[config.mk]
export PLATFORM = sky130hd
export DESIGN_NAME = data_bus_arbiter_flat
export DESIGN_NICKNAME = d
export VERILOG_FILES = /design/src/rtl/data_bus_arbiter_if.sv /design/src/rtl/data_bus_arbiter.sv /design/src/flat_wrapper.sv
export SDC_FILE = /design/constraint.sdc
export NUM_CORES = 1
export LEC_CHECK = 0
export CAP_MARGIN = 20
export CORE_AREA = 2 2 116 118
export CTS_CLUSTER_SIZE = 28
export DETAILED_ROUTE_END_ITERATION = 10
export DIE_AREA = 0 0 118 120
export PLACE_DENSITY_LB_ADDON = 0.08
export SETUP_SLACK_MARGIN = 0.1
export SLEW_MARGIN = 20
export SYNTH_ARGS = -nofsm -noshare
export SYNTH_HDL_FRONTEND = slang
export SYNTH_SLANG_ARGS = --single-unit
[constraint.sdc]
create_clock -name clk_i -period 2.85 [get_ports clk_i]
set_input_delay 0.57 -clock clk_i [delete_from_list [all_inputs] [get_ports clk_i]]
set_output_delay 0.57 -clock clk_i [all_outputs]
set_load 0.005 [all_outputs]
[src/rtl/data_bus_arbiter_if.sv]
// -----------------------------------------------------------------------------
// data_bus_arbiter_if
// Bundles the three data-memory paths that meet at the arbiter:
//   core side : core_addr/core_read/core_write/core_wdata in, core_rdata/core_stall out
//   DMA side  : dma_req/dma_we/dma_addr/dma_wdata in, dma_gnt/dma_rvalid/dma_rdata out
//   RAM side  : ram_addr/ram_we/ram_wdata out, ram_rdata in (asynchronous read)
// Modports:
//   slave  - the arbiter's view (requests in, RAM port driven out)
//   master - the environment's view (core, DMA engine and RAM model)
// -----------------------------------------------------------------------------
interface data_bus_arbiter_if #(
    parameter int ADDR_W = 32,
    parameter int DATA_W = 32
);
    // core MEM-stage port
    logic [ADDR_W-1:0] core_addr;
    logic              core_read;
    logic              core_write;
    logic [DATA_W-1:0] core_wdata;
    logic [DATA_W-1:0] core_rdata;
    logic              core_stall;

    // secondary master port
    logic              dma_req;
    logic              dma_we;
    logic [ADDR_W-1:0] dma_addr;
    logic [DATA_W-1:0] dma_wdata;
    logic              dma_gnt;
    logic              dma_rvalid;
    logic [DATA_W-1:0] dma_rdata;

    // data RAM port
    logic [ADDR_W-1:0] ram_addr;
    logic              ram_we;
    logic [DATA_W-1:0] ram_wdata;
    logic [DATA_W-1:0] ram_rdata;

    modport slave (
        input  core_addr, core_read, core_write, core_wdata,
        output core_rdata, core_stall,
        input  dma_req, dma_we, dma_addr, dma_wdata,
        output dma_gnt, dma_rvalid, dma_rdata,
        output ram_addr, ram_we, ram_wdata,
        input  ram_rdata
    );

    modport master (
        output core_addr, core_read, core_write, core_wdata,
        input  core_rdata, core_stall,
        output dma_req, dma_we, dma_addr, dma_wdata,
        input  dma_gnt, dma_rvalid, dma_rdata,
        input  ram_addr, ram_we, ram_wdata,
        output ram_rdata
    );
endinterface

[src/rtl/data_bus_arbiter.sv]
// -----------------------------------------------------------------------------
// data_bus_arbiter
// Shares one data-RAM port between the core MEM stage (static priority) and a
// secondary bus master (DMA / loader). The secondary master is served in slots
// where the core is idle; if it has waited MAX_WAIT busy cycles, the next cycle
// is a forced slot in which the core is stalled and the DMA owns the RAM.
// Ports:
//   clk_i     clock, all state on the rising edge
//   reset_ni  asynchronous active-low reset
//   bus       data_bus_arbiter_if.slave (core, DMA and RAM signal groups)
// Parameters:
//   ADDR_W, DATA_W  address / data width (must match the interface instance)
//   MAX_WAIT        busy-cycle wait before a forced slot, 1..255
// -----------------------------------------------------------------------------
module data_bus_arbiter #(
    parameter int ADDR_W   = 32,
    parameter int DATA_W   = 32,
    parameter int MAX_WAIT = 8
) (
    input  logic                clk_i,
    input  logic                reset_ni,
    data_bus_arbiter_if.slave   bus
);

    typedef enum logic [1:0] {
        ST_IDLE  = 2'd0,
        ST_WAIT  = 2'd1,
        ST_FORCE = 2'd2
    } state_t;

    localparam logic [7:0] MAX_WAIT_C = 8'(MAX_WAIT);

    state_t            state_q;
    logic [7:0]        wait_cnt_q;
    logic              core_stall_q;
    logic              dma_rvalid_q;
    logic [DATA_W-1:0] dma_rdata_q;

    logic core_busy;
    logic grant;
    logic dma_owns;

    assign core_busy = bus.core_read | bus.core_write;

    // Grant is combinational: the access happens in the same cycle the slot
    // is available. Gating with reset_ni keeps dma_gnt low while reset is held.
    always_comb begin
        grant = 1'b0;
        if (reset_ni && bus.dma_req) begin
            case (state_q)
                ST_IDLE,
                ST_WAIT:  grant = ~core_busy;
                ST_FORCE: grant = 1'b1;
                default:  grant = 1'b0;
            endcase
        end
    end

    // In a forced slot the DMA owns the RAM even if it misbehaved and dropped
    // its request, so the stalled core can never write in that cycle.
    assign dma_owns = grant | (state_q == ST_FORCE);

    assign bus.ram_addr   = dma_owns ? bus.dma_addr  : bus.core_addr;
    assign bus.ram_wdata  = dma_owns ? bus.dma_wdata : bus.core_wdata;
    assign bus.ram_we     = dma_owns ? (grant & bus.dma_we) : bus.core_write;

    assign bus.core_rdata = bus.ram_rdata;
    assign bus.core_stall = core_stall_q;
    assign bus.dma_gnt    = grant;
    assign bus.dma_rvalid = dma_rvalid_q;
    assign bus.dma_rdata  = dma_rdata_q;

    always_ff @(posedge clk_i or negedge reset_ni) begin
        if (!reset_ni) begin
            state_q      <= ST_IDLE;
            wait_cnt_q   <= 8'd0;
            core_stall_q <= 1'b0;
            dma_rvalid_q <= 1'b0;
            dma_rdata_q  <= '0;
        end else begin
            // Read data is captured at the grant edge and held until the next read.
            dma_rvalid_q <= grant & ~bus.dma_we;
            if (grant && !bus.dma_we) begin
                dma_rdata_q <= bus.ram_rdata;
            end

            core_stall_q <= 1'b0;

            case (state_q)
                ST_IDLE: begin
                    if (bus.dma_req && core_busy) begin
                        state_q    <= ST_WAIT;
                        wait_cnt_q <= 8'd1;
                    end
                end
                ST_WAIT: begin
                    if (!bus.dma_req) begin
                        // request withdrawn: abandon it quietly
                        state_q    <= ST_IDLE;
                        wait_cnt_q <= 8'd0;
                    end else if (!core_busy) begin
                        // granted this cycle in an idle slot
                        state_q    <= ST_IDLE;
                        wait_cnt_q <= 8'd0;
                    end else if (wait_cnt_q == MAX_WAIT_C) begin
                        // stall is registered so it lines up with the FORCE cycle
                        state_q      <= ST_FORCE;
                        core_stall_q <= 1'b1;
                    end else begin
                        wait_cnt_q <= wait_cnt_q + 8'd1;
                    end
                end
                ST_FORCE: begin
                    state_q    <= ST_IDLE;
                    wait_cnt_q <= 8'd0;
                end
                default: begin
                    state_q    <= ST_IDLE;
                    wait_cnt_q <= 8'd0;
                end
            endcase
        end
    end

endmodule

[src/flat_wrapper.sv]
// flat-port wrapper written by rule: the top's interface ports become plain ports
module data_bus_arbiter_flat 
#(
    parameter int ADDR_W   = 32,
    parameter int DATA_W   = 32,
    parameter int MAX_WAIT = 8
)
  (clk_i, reset_ni, bus_core_addr, bus_core_read, bus_core_write, bus_core_wdata, bus_core_rdata, bus_core_stall, bus_dma_req, bus_dma_we, bus_dma_addr, bus_dma_wdata, bus_dma_gnt, bus_dma_rvalid, bus_dma_rdata, bus_ram_addr, bus_ram_we, bus_ram_wdata, bus_ram_rdata);
  data_bus_arbiter_if #(.ADDR_W(ADDR_W), .DATA_W(DATA_W)) bus_i ();
  input  logic clk_i;
  input  logic reset_ni;
  input wire logic [$bits(bus_i.core_addr)-1:0] bus_core_addr;
  input wire logic [$bits(bus_i.core_read)-1:0] bus_core_read;
  input wire logic [$bits(bus_i.core_write)-1:0] bus_core_write;
  input wire logic [$bits(bus_i.core_wdata)-1:0] bus_core_wdata;
  output wire logic [$bits(bus_i.core_rdata)-1:0] bus_core_rdata;
  output wire logic [$bits(bus_i.core_stall)-1:0] bus_core_stall;
  input wire logic [$bits(bus_i.dma_req)-1:0] bus_dma_req;
  input wire logic [$bits(bus_i.dma_we)-1:0] bus_dma_we;
  input wire logic [$bits(bus_i.dma_addr)-1:0] bus_dma_addr;
  input wire logic [$bits(bus_i.dma_wdata)-1:0] bus_dma_wdata;
  output wire logic [$bits(bus_i.dma_gnt)-1:0] bus_dma_gnt;
  output wire logic [$bits(bus_i.dma_rvalid)-1:0] bus_dma_rvalid;
  output wire logic [$bits(bus_i.dma_rdata)-1:0] bus_dma_rdata;
  output wire logic [$bits(bus_i.ram_addr)-1:0] bus_ram_addr;
  output wire logic [$bits(bus_i.ram_we)-1:0] bus_ram_we;
  output wire logic [$bits(bus_i.ram_wdata)-1:0] bus_ram_wdata;
  input wire logic [$bits(bus_i.ram_rdata)-1:0] bus_ram_rdata;
  assign bus_i.core_addr = bus_core_addr;
  assign bus_i.core_read = bus_core_read;
  assign bus_i.core_write = bus_core_write;
  assign bus_i.core_wdata = bus_core_wdata;
  assign bus_core_rdata = bus_i.core_rdata;
  assign bus_core_stall = bus_i.core_stall;
  assign bus_i.dma_req = bus_dma_req;
  assign bus_i.dma_we = bus_dma_we;
  assign bus_i.dma_addr = bus_dma_addr;
  assign bus_i.dma_wdata = bus_dma_wdata;
  assign bus_dma_gnt = bus_i.dma_gnt;
  assign bus_dma_rvalid = bus_i.dma_rvalid;
  assign bus_dma_rdata = bus_i.dma_rdata;
  assign bus_ram_addr = bus_i.ram_addr;
  assign bus_ram_we = bus_i.ram_we;
  assign bus_ram_wdata = bus_i.ram_wdata;
  assign bus_i.ram_rdata = bus_ram_rdata;
  data_bus_arbiter #(.ADDR_W(ADDR_W), .DATA_W(DATA_W), .MAX_WAIT(MAX_WAIT)) u_core (.clk_i(clk_i), .reset_ni(reset_ni), .bus(bus_i));
endmodule
# Word-level counts from Yosys, hierarchy flattened
# Index checks and enable logic that the tools add are counted.
# word_totals
register_bits	44
in_bits	166
output_inout_bits	132
word_cells	45
# op_classes
addsub	1
eq_ne	6
mux	19
bitwise	6
reduce_logical	8
# ops
operator	n
$mux 32	2
$mux 8	4
$pmux 8 s2	1
$add 8x1->8 const B	1
$eq 8x4->1 const B	1
$mux 2	4
$ne 4x4->1 const B	2
$mux 1	6
$pmux 2 s2	1
$reduce_and 2->1	2
$logic_and 1x1->1	3
$and 1x1->1	2
$eq 2x1->1 const B	1
$eq 2x2->1 const B	1
$logic_not 2->1	1
$ne 2x1->1 const B	1
$not 1->1	2
$or 1x1->1	2
$pmux 1 s2	1
$reduce_or 2->1	1
$logic_not 1->1	1

# Logic depth before layout (Yosys ltp)
# Gate-level depths: netlist of run 1.
# logic_depth
word_depth	6
ltp_mapped	6
ltp_nobuf	6

# Worst setup path after synthesis of run 1
# OpenSTA, ideal clock, no wires.
# synth_path
kind	input to output
startpoint	input bus_core_write
endpoint	output bus_ram_addr[0]
t_arrival_ns	1.705
setup_slack_ns	0.575
path_stages	5
path_buffers	2
path_cell_list	nor3_1 a31o_2 buf_2 buf_2 mux2_2
# synth_between
elab_chain_len	6
# synth_lines
element	line_no	text
from (decl)	flat_wrapper.sv:14	input wire logic [$bits(bus_i.core_write)-1:0] bus_core_write;
$or 1x1->1	data_bus_arbiter.sv:43	assign core_busy = bus.core_read | bus.core_write;
$not 1->1	data_bus_arbiter.sv:52	ST_WAIT: grant = ~core_busy;
$pmux 1 s2	data_bus_arbiter.sv:50	case (state_q)
$mux 1	data_bus_arbiter.sv:49	if (reset_ni && bus.dma_req) begin
$or 1x1->1	data_bus_arbiter.sv:61	assign dma_owns = grant | (state_q == ST_FORCE);
$mux 32	data_bus_arbiter.sv:63	assign bus.ram_addr = dma_owns ? bus.dma_addr : bus.core_addr;
to (decl)	flat_wrapper.sv:25	output wire logic [$bits(bus_i.ram_addr)-1:0] bus_ram_addr;
# Every way passes these cells.

# Worst setup path after layout of run 1
# layout_path
startpoint	register u_core.state_q[1]
endpoint	output bus_ram_addr[11]
# layout_between
elab_chain_len	6
elab_cells_between_ends	8
classes_between	eq/ne (2); mux (3); bitwise (1); reduce/logical (2)
# layout_lines
element	line_no	text
from (decl)	data_bus_arbiter.sv:33	state_t state_q;
from (signal assigned)	data_bus_arbiter.sv:75	state_q <= ST_IDLE;
from (signal assigned)	data_bus_arbiter.sv:92	state_q <= ST_WAIT;
from (signal assigned)	data_bus_arbiter.sv:99	state_q <= ST_IDLE;
$eq 2x1->1 or $logic_not 2->1 (tied branches)	data_bus_arbiter.sv:50	
$reduce_or 2->1	data_bus_arbiter.sv:50	
$pmux 1 s2	data_bus_arbiter.sv:50	
$mux 1	data_bus_arbiter.sv:49	
$or 1x1->1 (*)	data_bus_arbiter.sv:61	
$mux 32 (*)	data_bus_arbiter.sv:63	
# Every way passes the cells marked *; elsewhere a longest branch is shown, timed or not.

==> out/qor.txt, run 1 <==
result of the run -> finished clean
Distinct cells, synth -> 37
placed instance area -> 6090 um^2
pre-CTS setup slack -> -0.407 ns
area fraction of the dominant cell type after synthesis -> 36.6%
crit-path most repeated cell -> buf_12
# rows -> 42
PD cells -> 374 nW/um^2
latest clock arrival within the worst-skew pair -> 0.28 ns
Post-Syn Area -> 3010 um^2
io pins -> 298
first-pass GRT wire length -> 19300 um
sequential area share after synthesis -> 36.6%
share of post-route cells with drive strength above 1 -> 34.9%
Crit Path Class -> reg2out
Crit path max-delay family -> buffers and inverters
Critical Path Source Type -> register
grt ovf -> 0
Worst EP arrival -> 2.10 ns
vias -> 3012
largest net degree at the start of global routing -> 45
slew margin rel. -> 61.5%
slowest stage delay, CP -> 0.41 ns
CTS buffer count -> 5
WP buf/inv -> 4
CTS root buf -> clkbuf_16
Vias/cell -> 4.21
Inst Count DP -> 690
clk slew on worst S/H paths -> 0.06 ns
Final Power -> 0.00242 W
final slew viol count -> 0
core area -> 13000 um^2
RSZ-0062 raised after global routing -> true
port bufs -> 297
Setup crit end kind -> primary output
total die area -> 14200 um^2
crit path time final -> 2.67 ns
period utilization -> 93.8%
Synth Instances -> 239
initial DRC count -> 76
DP HPWL -> 11000 um
Synth Warn # -> 0
Fin Clk Skew -> 0.00399 ns
post-route ant nets -> 0
DR DRC count -> 0
ranking of synthesized cells by area -> dfrtp_1 37%, mux2_2 25%, mux2_4 14%
Pleak -> 2.74 nW
die height -> 120 um
Finished Layout Cells -> 715
Area Growth Syn to Fin -> 115%
Peak VDD IR -> 0.241 mV
crit path max fanout -> 4
Final #Nets -> 705
Final Hold Fails -> 0
slowest CP cell -> dfrtp_1
Crit path required time -> 2.28 ns
CTS tree -> yes
# setup viols final -> 0
Synth Area per Inst -> 12.6 um^2
Sink Count -> 44
post-synth top area cell -> dfrtp_1
vias in the first global route -> 3196
maximum clock insertion buffer count -> 2
Max-Cap Viols -> 0
Critical Path, Cell by Cell -> nor3_2, a31o_4, buf_12, buf_12, bufbuf_16, mux2_2, buf_2
post-route cell area -> 6480 um^2
total wire length -> 13500 um
hold crit path type -> in2async
Die Width -> 118 um
DR WL/cell -> 18.8 um
All-Layer GR Usage -> 18.2%
RePlAce Congestion -> 0.828
Worst Max-Slew Pin Slew -> 0.577 ns
fmax -> 374 MHz
initial antenna violation count -> 1
H-tree depth -> 2
#FFs+latches synth -> 44
Setup WS post-layout -> 0.176 ns
Initial Util -> 23.2%
router iterations before antenna repair -> 4
Mapped Nets -> 407
## state kept, by name, summed over array words and instances, names as in the netlist
signal                 count
u_core.bus.dma_rdata      32
u_core.bus.core_stall      1
u_core.wait_cnt_q          8
u_core.bus.dma_rvalid      1
u_core.state_q             2
## per-stage QoR
stage                     hold WS [ns]  util, %  TNS [ns]
final                            0.456     49.9         0
after global routing             0.498     49.9         0
after CTS                        0.483     50.1         0
after detailed placement         0.478     47.0    -19.61
after global placement           0.485     47.0    -19.29
after floorplan                  0.274        -         0
## Yosys cell counts
master / instances
mux2_2: 67
dfrtp_1: 44
buf_4: 32
mux2_4: 29
buf_2: 8
buf_6: 4
mux2i_1: 4
nand2_1: 4
a21oi_1: 3
and3_2: 3
inv_1: 3
nand3_1: 3
nor3_1: 3
o21ai_0: 3
ha_1: 2
nand2b_1: 2
nor2_1: 2
nor2b_1: 2
or3_1: 2
xnor2_1: 2
a211o_1: 1
a211oi_1: 1
a21boi_0: 1
a22o_1: 1
a22o_2: 1
a31o_2: 1
and4_2: 1
nand3b_1: 1
nand4_1: 1
nor3b_1: 1
nor4b_4: 1
o211a_1: 1
o211ai_1: 1
o21ai_1: 1
o22ai_1: 1
o31ai_1: 1
or4b_4: 1
## cell type report
type                       count  area [um^2]
clock inverter                 3         42.5
multi-input combinational    148         1640
sequential                    44         1100
inverter                       3         11.3
timing repair buffer         335         3340
antenna                        1         2.50
fill                        1221         6500
tap                          176          220
clock buffer                   5          125
## repair_timing
item,CTS,global route
resized for setup,205,19
pin swaps,2,2
endpoints found under the hold margin,0,0
cloned,5,0
endpoints found under the setup margin,66,48
hold buffers,0,0
setup buffers,12,1
## final timing paths
check	slack, ns	from	endpoint	cells past startpoint
worst max-delay path	0.18	u_core.state_q[1]	bus_ram_addr[11]	7
worst min-delay path	0.46	reset_ni	u_core.bus.dma_rdata[22]	2
worst max register to register	0.41	u_core.state_q[1]	u_core.bus.dma_rdata[4]	11
worst min register to register	0.48	u_core.wait_cnt_q[7]	u_core.wait_cnt_q[7]	1
max in group asynchronous	1.98	reset_ni	u_core.state_q[0]	2
min in group clk_i	0.48	u_core.wait_cnt_q[7]	u_core.wait_cnt_q[7]	1
## report_power, final
part | switching, W | total [W] | internal [W]
Sequential | 0.0000603 | 0.000796 | 0.000736
Clock | 0.000236 | 0.000648 | 0.000412
Combinational | 0.000270 | 0.000978 | 0.000708
## cells in the final DEF (no fill, tap or decap), types with 2 or more instances in the layout
cell type | synthesis | routed
nand3_1 | 3 | 3
bufbuf_16 | 0 | 2
mux2_4 | 29 | 41
nand2_1 | 4 | 4
buf_6 | 4 | 13
nor2_1 | 2 | 2
buf_4 | 32 | 27
inv_1 | 3 | 3
buf_12 | 0 | 6
nor3_1 | 3 | 2
dlygate4sd2_1 | 0 | 12
clkdlybuf4s50_1 | 0 | 227
buf_8 | 0 | 2
dfrtp_1 | 44 | 43
clkbuf_2 | 0 | 4
clkbuf_16 | 0 | 5
clkdlybuf4s15_1 | 0 | 24
a21oi_1 | 3 | 3
mux2_2 | 67 | 55
or3_1 | 2 | 2
xnor2_1 | 2 | 2
buf_16 | 0 | 2
ha_1 | 2 | 2
and3_2 | 3 | 3
buf_2 | 8 | 16
o21ai_0 | 3 | 3
mux2i_1 | 4 | 4
nand2b_1 | 2 | 2
## cell families after synthesis
| family | count (synthesis) | share of synthesized area, % |
|---|---|---|
| buffers and inverters | 47 | 11.2 |
| AOI/OAI and AO/OA | 17 | 3.91 |
| and+or+nand+nor | 27 | 6.03 |
| muxes | 100 | 40.9 |
| DFF | 44 | 36.6 |
| xor gates and xnor gates | 2 | 0.582 |
| adders and majority gates | 2 | 0.831 |
## routing by layer
| layer | vias up | share of wire [%] | GRT usage, % |
|---|---|---|---|
| li1 | 1432 | - | - |
| met1 | 1387 | 39 | 20.8 |
| met2 | 181 | 50 | 31.9 |
| met3 | 12 | 9.1 | 6.46 |
| met4 | 0 | 2.1 | 5.80 |
| met5 | - | 0 | 0 |
Note: power is estimated with default switching activity, not from simulation.
==> inputs of run 2 (changes only) <==
--- a/config.mk
+++ b/config.mk
@@ -6,11 +6,13 @@
 export NUM_CORES = 1
 export LEC_CHECK = 0
 export CAP_MARGIN = 20
-export CORE_AREA = 2 2 116 118
+export CORE_ASPECT_RATIO = 0.5
+export CORE_MARGIN = 2
+export CORE_UTILIZATION = 30
 export CTS_CLUSTER_SIZE = 28
 export DETAILED_ROUTE_END_ITERATION = 10
-export DIE_AREA = 0 0 118 120
 export PLACE_DENSITY_LB_ADDON = 0.08
+export REMOVE_ABC_BUFFERS = 1
 export SETUP_SLACK_MARGIN = 0.1
 export SLEW_MARGIN = 20
 export SYNTH_ARGS = -nofsm -noshare
==> constraint.sdc (replaced) <==
create_clock -name clk_i -period 2.9 [get_ports clk_i]
set_input_delay 0.58 -clock clk_i [delete_from_list [all_inputs] [get_ports clk_i]]
set_output_delay 0.58 -clock clk_i [all_outputs]
set_load 0.005 [all_outputs]
==> run 2 against run 1 <==
Worst setup slack got worse by 0.080 ns. Core utilization rose by 15 points. Via count fell by 4.3%. Count of clock-buffer cells in the layout did not move. Sequential share of layout area rose by 0.56 points. Die area fell by 23%. Total power fell by 3.4%. Non-clock buffer count fell by 12. Clock power barely moved. First-iteration DRC count rose by 37%.
==> out/qor.txt, run 2 (same netlist as run 1, synthesis figures left out) <==
result of the run -> finished clean
switching share of power -> 22.9% (-0.47 points)
clk slew on worst S/H paths -> 0.06 ns (about the same)
Worst EP arrival -> 2.22 ns (+0.12 ns)
initial DRC count -> 104 (+37%)
Area Growth Syn to Fin -> 108%
first-pass GRT wire length -> 15900 um (-18%)
final slew viol count -> 0 (unchanged)
Peak VDD IR -> 0.300 mV (+24%)
setup slack, reg-to-reg -> 0.85 ns (+0.44 ns)
Max-Cap Viols -> 0 (unchanged)
Final Power -> 0.00234 W (-3.4%)
DP HPWL -> 9160 um (-17%)
# rows -> 25 (-40%)
DR DRC count -> 0 (unchanged)
R2R Path End -> u_core.wait_cnt_q[0]
DR WL/cell -> 17.1 um (-9.0%)
Crit Path Class -> in2out
maximum clock insertion buffer count -> 2 (unchanged)
# setup viols final -> 0 (unchanged)
Pleak -> 2.66 nW (-3.2%)
total die area -> 10900 um^2 (-23%)
Vias/cell -> 4.36 (+3.5%)
most common cell after layout, fill and taps aside -> clkdlybuf4s50_1
RePlAce Congestion -> 0.801 (-3.3%)
Setup crit end kind -> primary output
clock share of power -> 27.6% (+0.9 points)
vias in the first global route -> 2897 (-9.4%)
share of post-route cells with drive strength above 1 -> 29.5% (-5.5 points)
post-route cell area -> 6270 um^2 (-3.3%)
Sink Count -> 44 (unchanged)
slew margin rel. -> 62.4% (+0.84 points)
crit path time final -> 2.80 ns
Fin Clk Skew -> 0.00330 ns (-0.000687 ns)
Critical Path Source Type -> input pin
WP buf/inv -> 5 (+1)
die height -> 74.8 um (-38%)
Inst Count DP -> 641 (-7.1%)
commonest non-fill, non-tap cells in the layout -> 230 x clkdlybuf4s50_1, 66 x mux2_2, 44 x dfrtp_1
RSZ-0062 raised after global routing -> true
crit path max fanout -> 7 (+3)
pre-CTS setup slack -> -0.286 ns (+0.122 ns)
slowest stage delay, CP -> 0.33 ns (-0.08 ns)
Worst Max-Slew Pin Slew -> 0.564 ns (-0.0126 ns)
antenna cell count -> 0 (-1)
Flop pwr share -> 33.6% (+0.7 points)
core area -> 9600 um^2 (-26%)
Crit path required time -> 2.32 ns (+0.04 ns)
placed instance area -> 5970 um^2 (-2.0%)
vias -> 2882 (-4.3%)
port bufs -> 297 (unchanged)
All-Layer GR Usage -> 19.0% (+0.80 points)
r2r startpoint -> u_core.wait_cnt_q[0]
Reg2Reg Depth -> 6 (-5)
CTS root buf -> clkbuf_16
CTS tree -> yes
io pins -> 298 (unchanged)
period utilization -> 96.7%
Crit path max-delay family -> buffers and inverters
Critical Path, Cell by Cell -> clkdlybuf4s15_1, nor3_2, a31o_4, buf_12, buf_4, bufbuf_16, mux2_2, clkdlybuf4s15_2
total wire length -> 11300 um (-16%)
slowest CP cell -> mux2_2
hold crit path type -> in2async
post-route ant nets -> 0 (unchanged)
fill count -> 809 (-34%)
Finished Layout Cells -> 661 (-7.6%)
router iterations before antenna repair -> 4 (unchanged)
max reg flops -> 32 (unchanged)
Initial Util -> 31.3% (+8.2 points)
PD cells -> 373 nW/um^2 (about the same)
internal power -> 0.00180 W (-2.8%)
grt ovf -> 0 (unchanged)
largest net degree at the start of global routing -> 45 (unchanged)
initial antenna violation count -> 3 (+2)
CTS buffer count -> 5 (unchanged)
fmax -> 357 MHz
Final Hold Fails -> 0 (unchanged)
Sw Pwr -> 0.000537 W (-5.3%)
Die Width -> 146 um (+23%)
proportion of power drawn by combinational gates -> 38.8% (-1.6 points)
Final #Nets -> 693 (-1.7%)
latest clock arrival within the worst-skew pair -> 0.28 ns (about the same)
Setup WS post-layout -> 0.0959 ns (-0.0802 ns)
H-tree depth -> 2 (unchanged)
## run 2: cell count changes in the layout (fill, tap and decap cells not counted), moves of 2 or more
cell,previous run,this run
dlymetal6s2s_1,0,2
buf_6,13,3
clkdlybuf4s50_1,227,230
buf_4,27,14
buf_2,16,12
mux2_2,55,66
clkdlybuf4s15_1,24,7
clkbuf_2,4,1
mux2_4,41,30
dlygate4sd2_1,12,43
## run 2: final cells by class
type	count	area [um^2]	area share, %
Timing Repair Buffer	323	3220	51.4
Tap cell	135	169	2.69
Multi-Input combinational cell	148	1600	25.5
Inverter	3	11.3	0.180
Clock inverter	3	46.3	0.739
Clock buffer	5	125	2.00
Sequential cell	44	1100	17.6
## run 2: worst reg2reg max path: stages, from the launching register on
cell and delay [ns]:
dfrtp_1 0.44, inv_1 0.13, ha_1 0.17, or4b_4 0.47, nor4b_4 0.44, mux2i_1 0.23, nand2_1 0.06
## run 2: per-layer routing
metal / vias to the layer above / share of wire (%) / track usage [%]
met4: 4 / 1.1 / 4.79
met5: - / 0.24 / 0
met1: 1336 / 37 / 20.5
met2: 119 / 51 / 34.1
met3: 13 / 11 / 10.1
li1: 1410 / - / -
## run 2: power by group through the flow
| stage | clock network [W] | logic [W] | registers, W |
|---|---|---|---|
| floorplan | 0 | 0.000255 | 0.000801 |
| global placement | 0 | 0.000935 | 0.000792 |
| detailed placement | 0 | 0.000940 | 0.000796 |
| CTS | 0.000663 | 0.000920 | 0.000787 |
| global route | 0.000691 | 0.000966 | 0.000798 |
| finish | 0.000646 | 0.000909 | 0.000785 |
## run 2: through the flow
step | utilization (%) | hold slack (ns) | TNS [ns]
floorplan | - | 0.284 | -27.24
global placement | 62.2 | 0.472 | -15.84
detailed placement | 62.2 | 0.478 | -16.26
CTS | 65.1 | 0.464 | 0
global route | 65.3 | 0.487 | 0
finish | 65.3 | 0.422 | 0
## run 2: worst max path at each step
stage          slack [ns]              start  cells past startpoint                  endpoint
4_1_cts              0.07     bus_core_write                      8         bus_ram_wdata[11]
3_5_place_dp        -0.29     bus_core_write                      6         bus_ram_wdata[11]
6_report              0.1     bus_core_write                      8         bus_ram_wdata[11]
5_1_grt              0.03  u_core.state_q[1]                      7         bus_ram_wdata[11]
2_1_floorplan       -0.92     bus_core_write                      4  u_core.bus.dma_rdata[16]
3_3_place_gp        -0.29     bus_core_write                      6         bus_ram_wdata[11]
## run 2: repair_timing
action                                  in CTS  in global routing
pin swaps                                    2                  0
gates cloned                                 4                  0
hold buffers                                 0                  0
setup buffers                                6                  2
resized for setup                          117                  7
endpoints found under the setup margin      65                 40
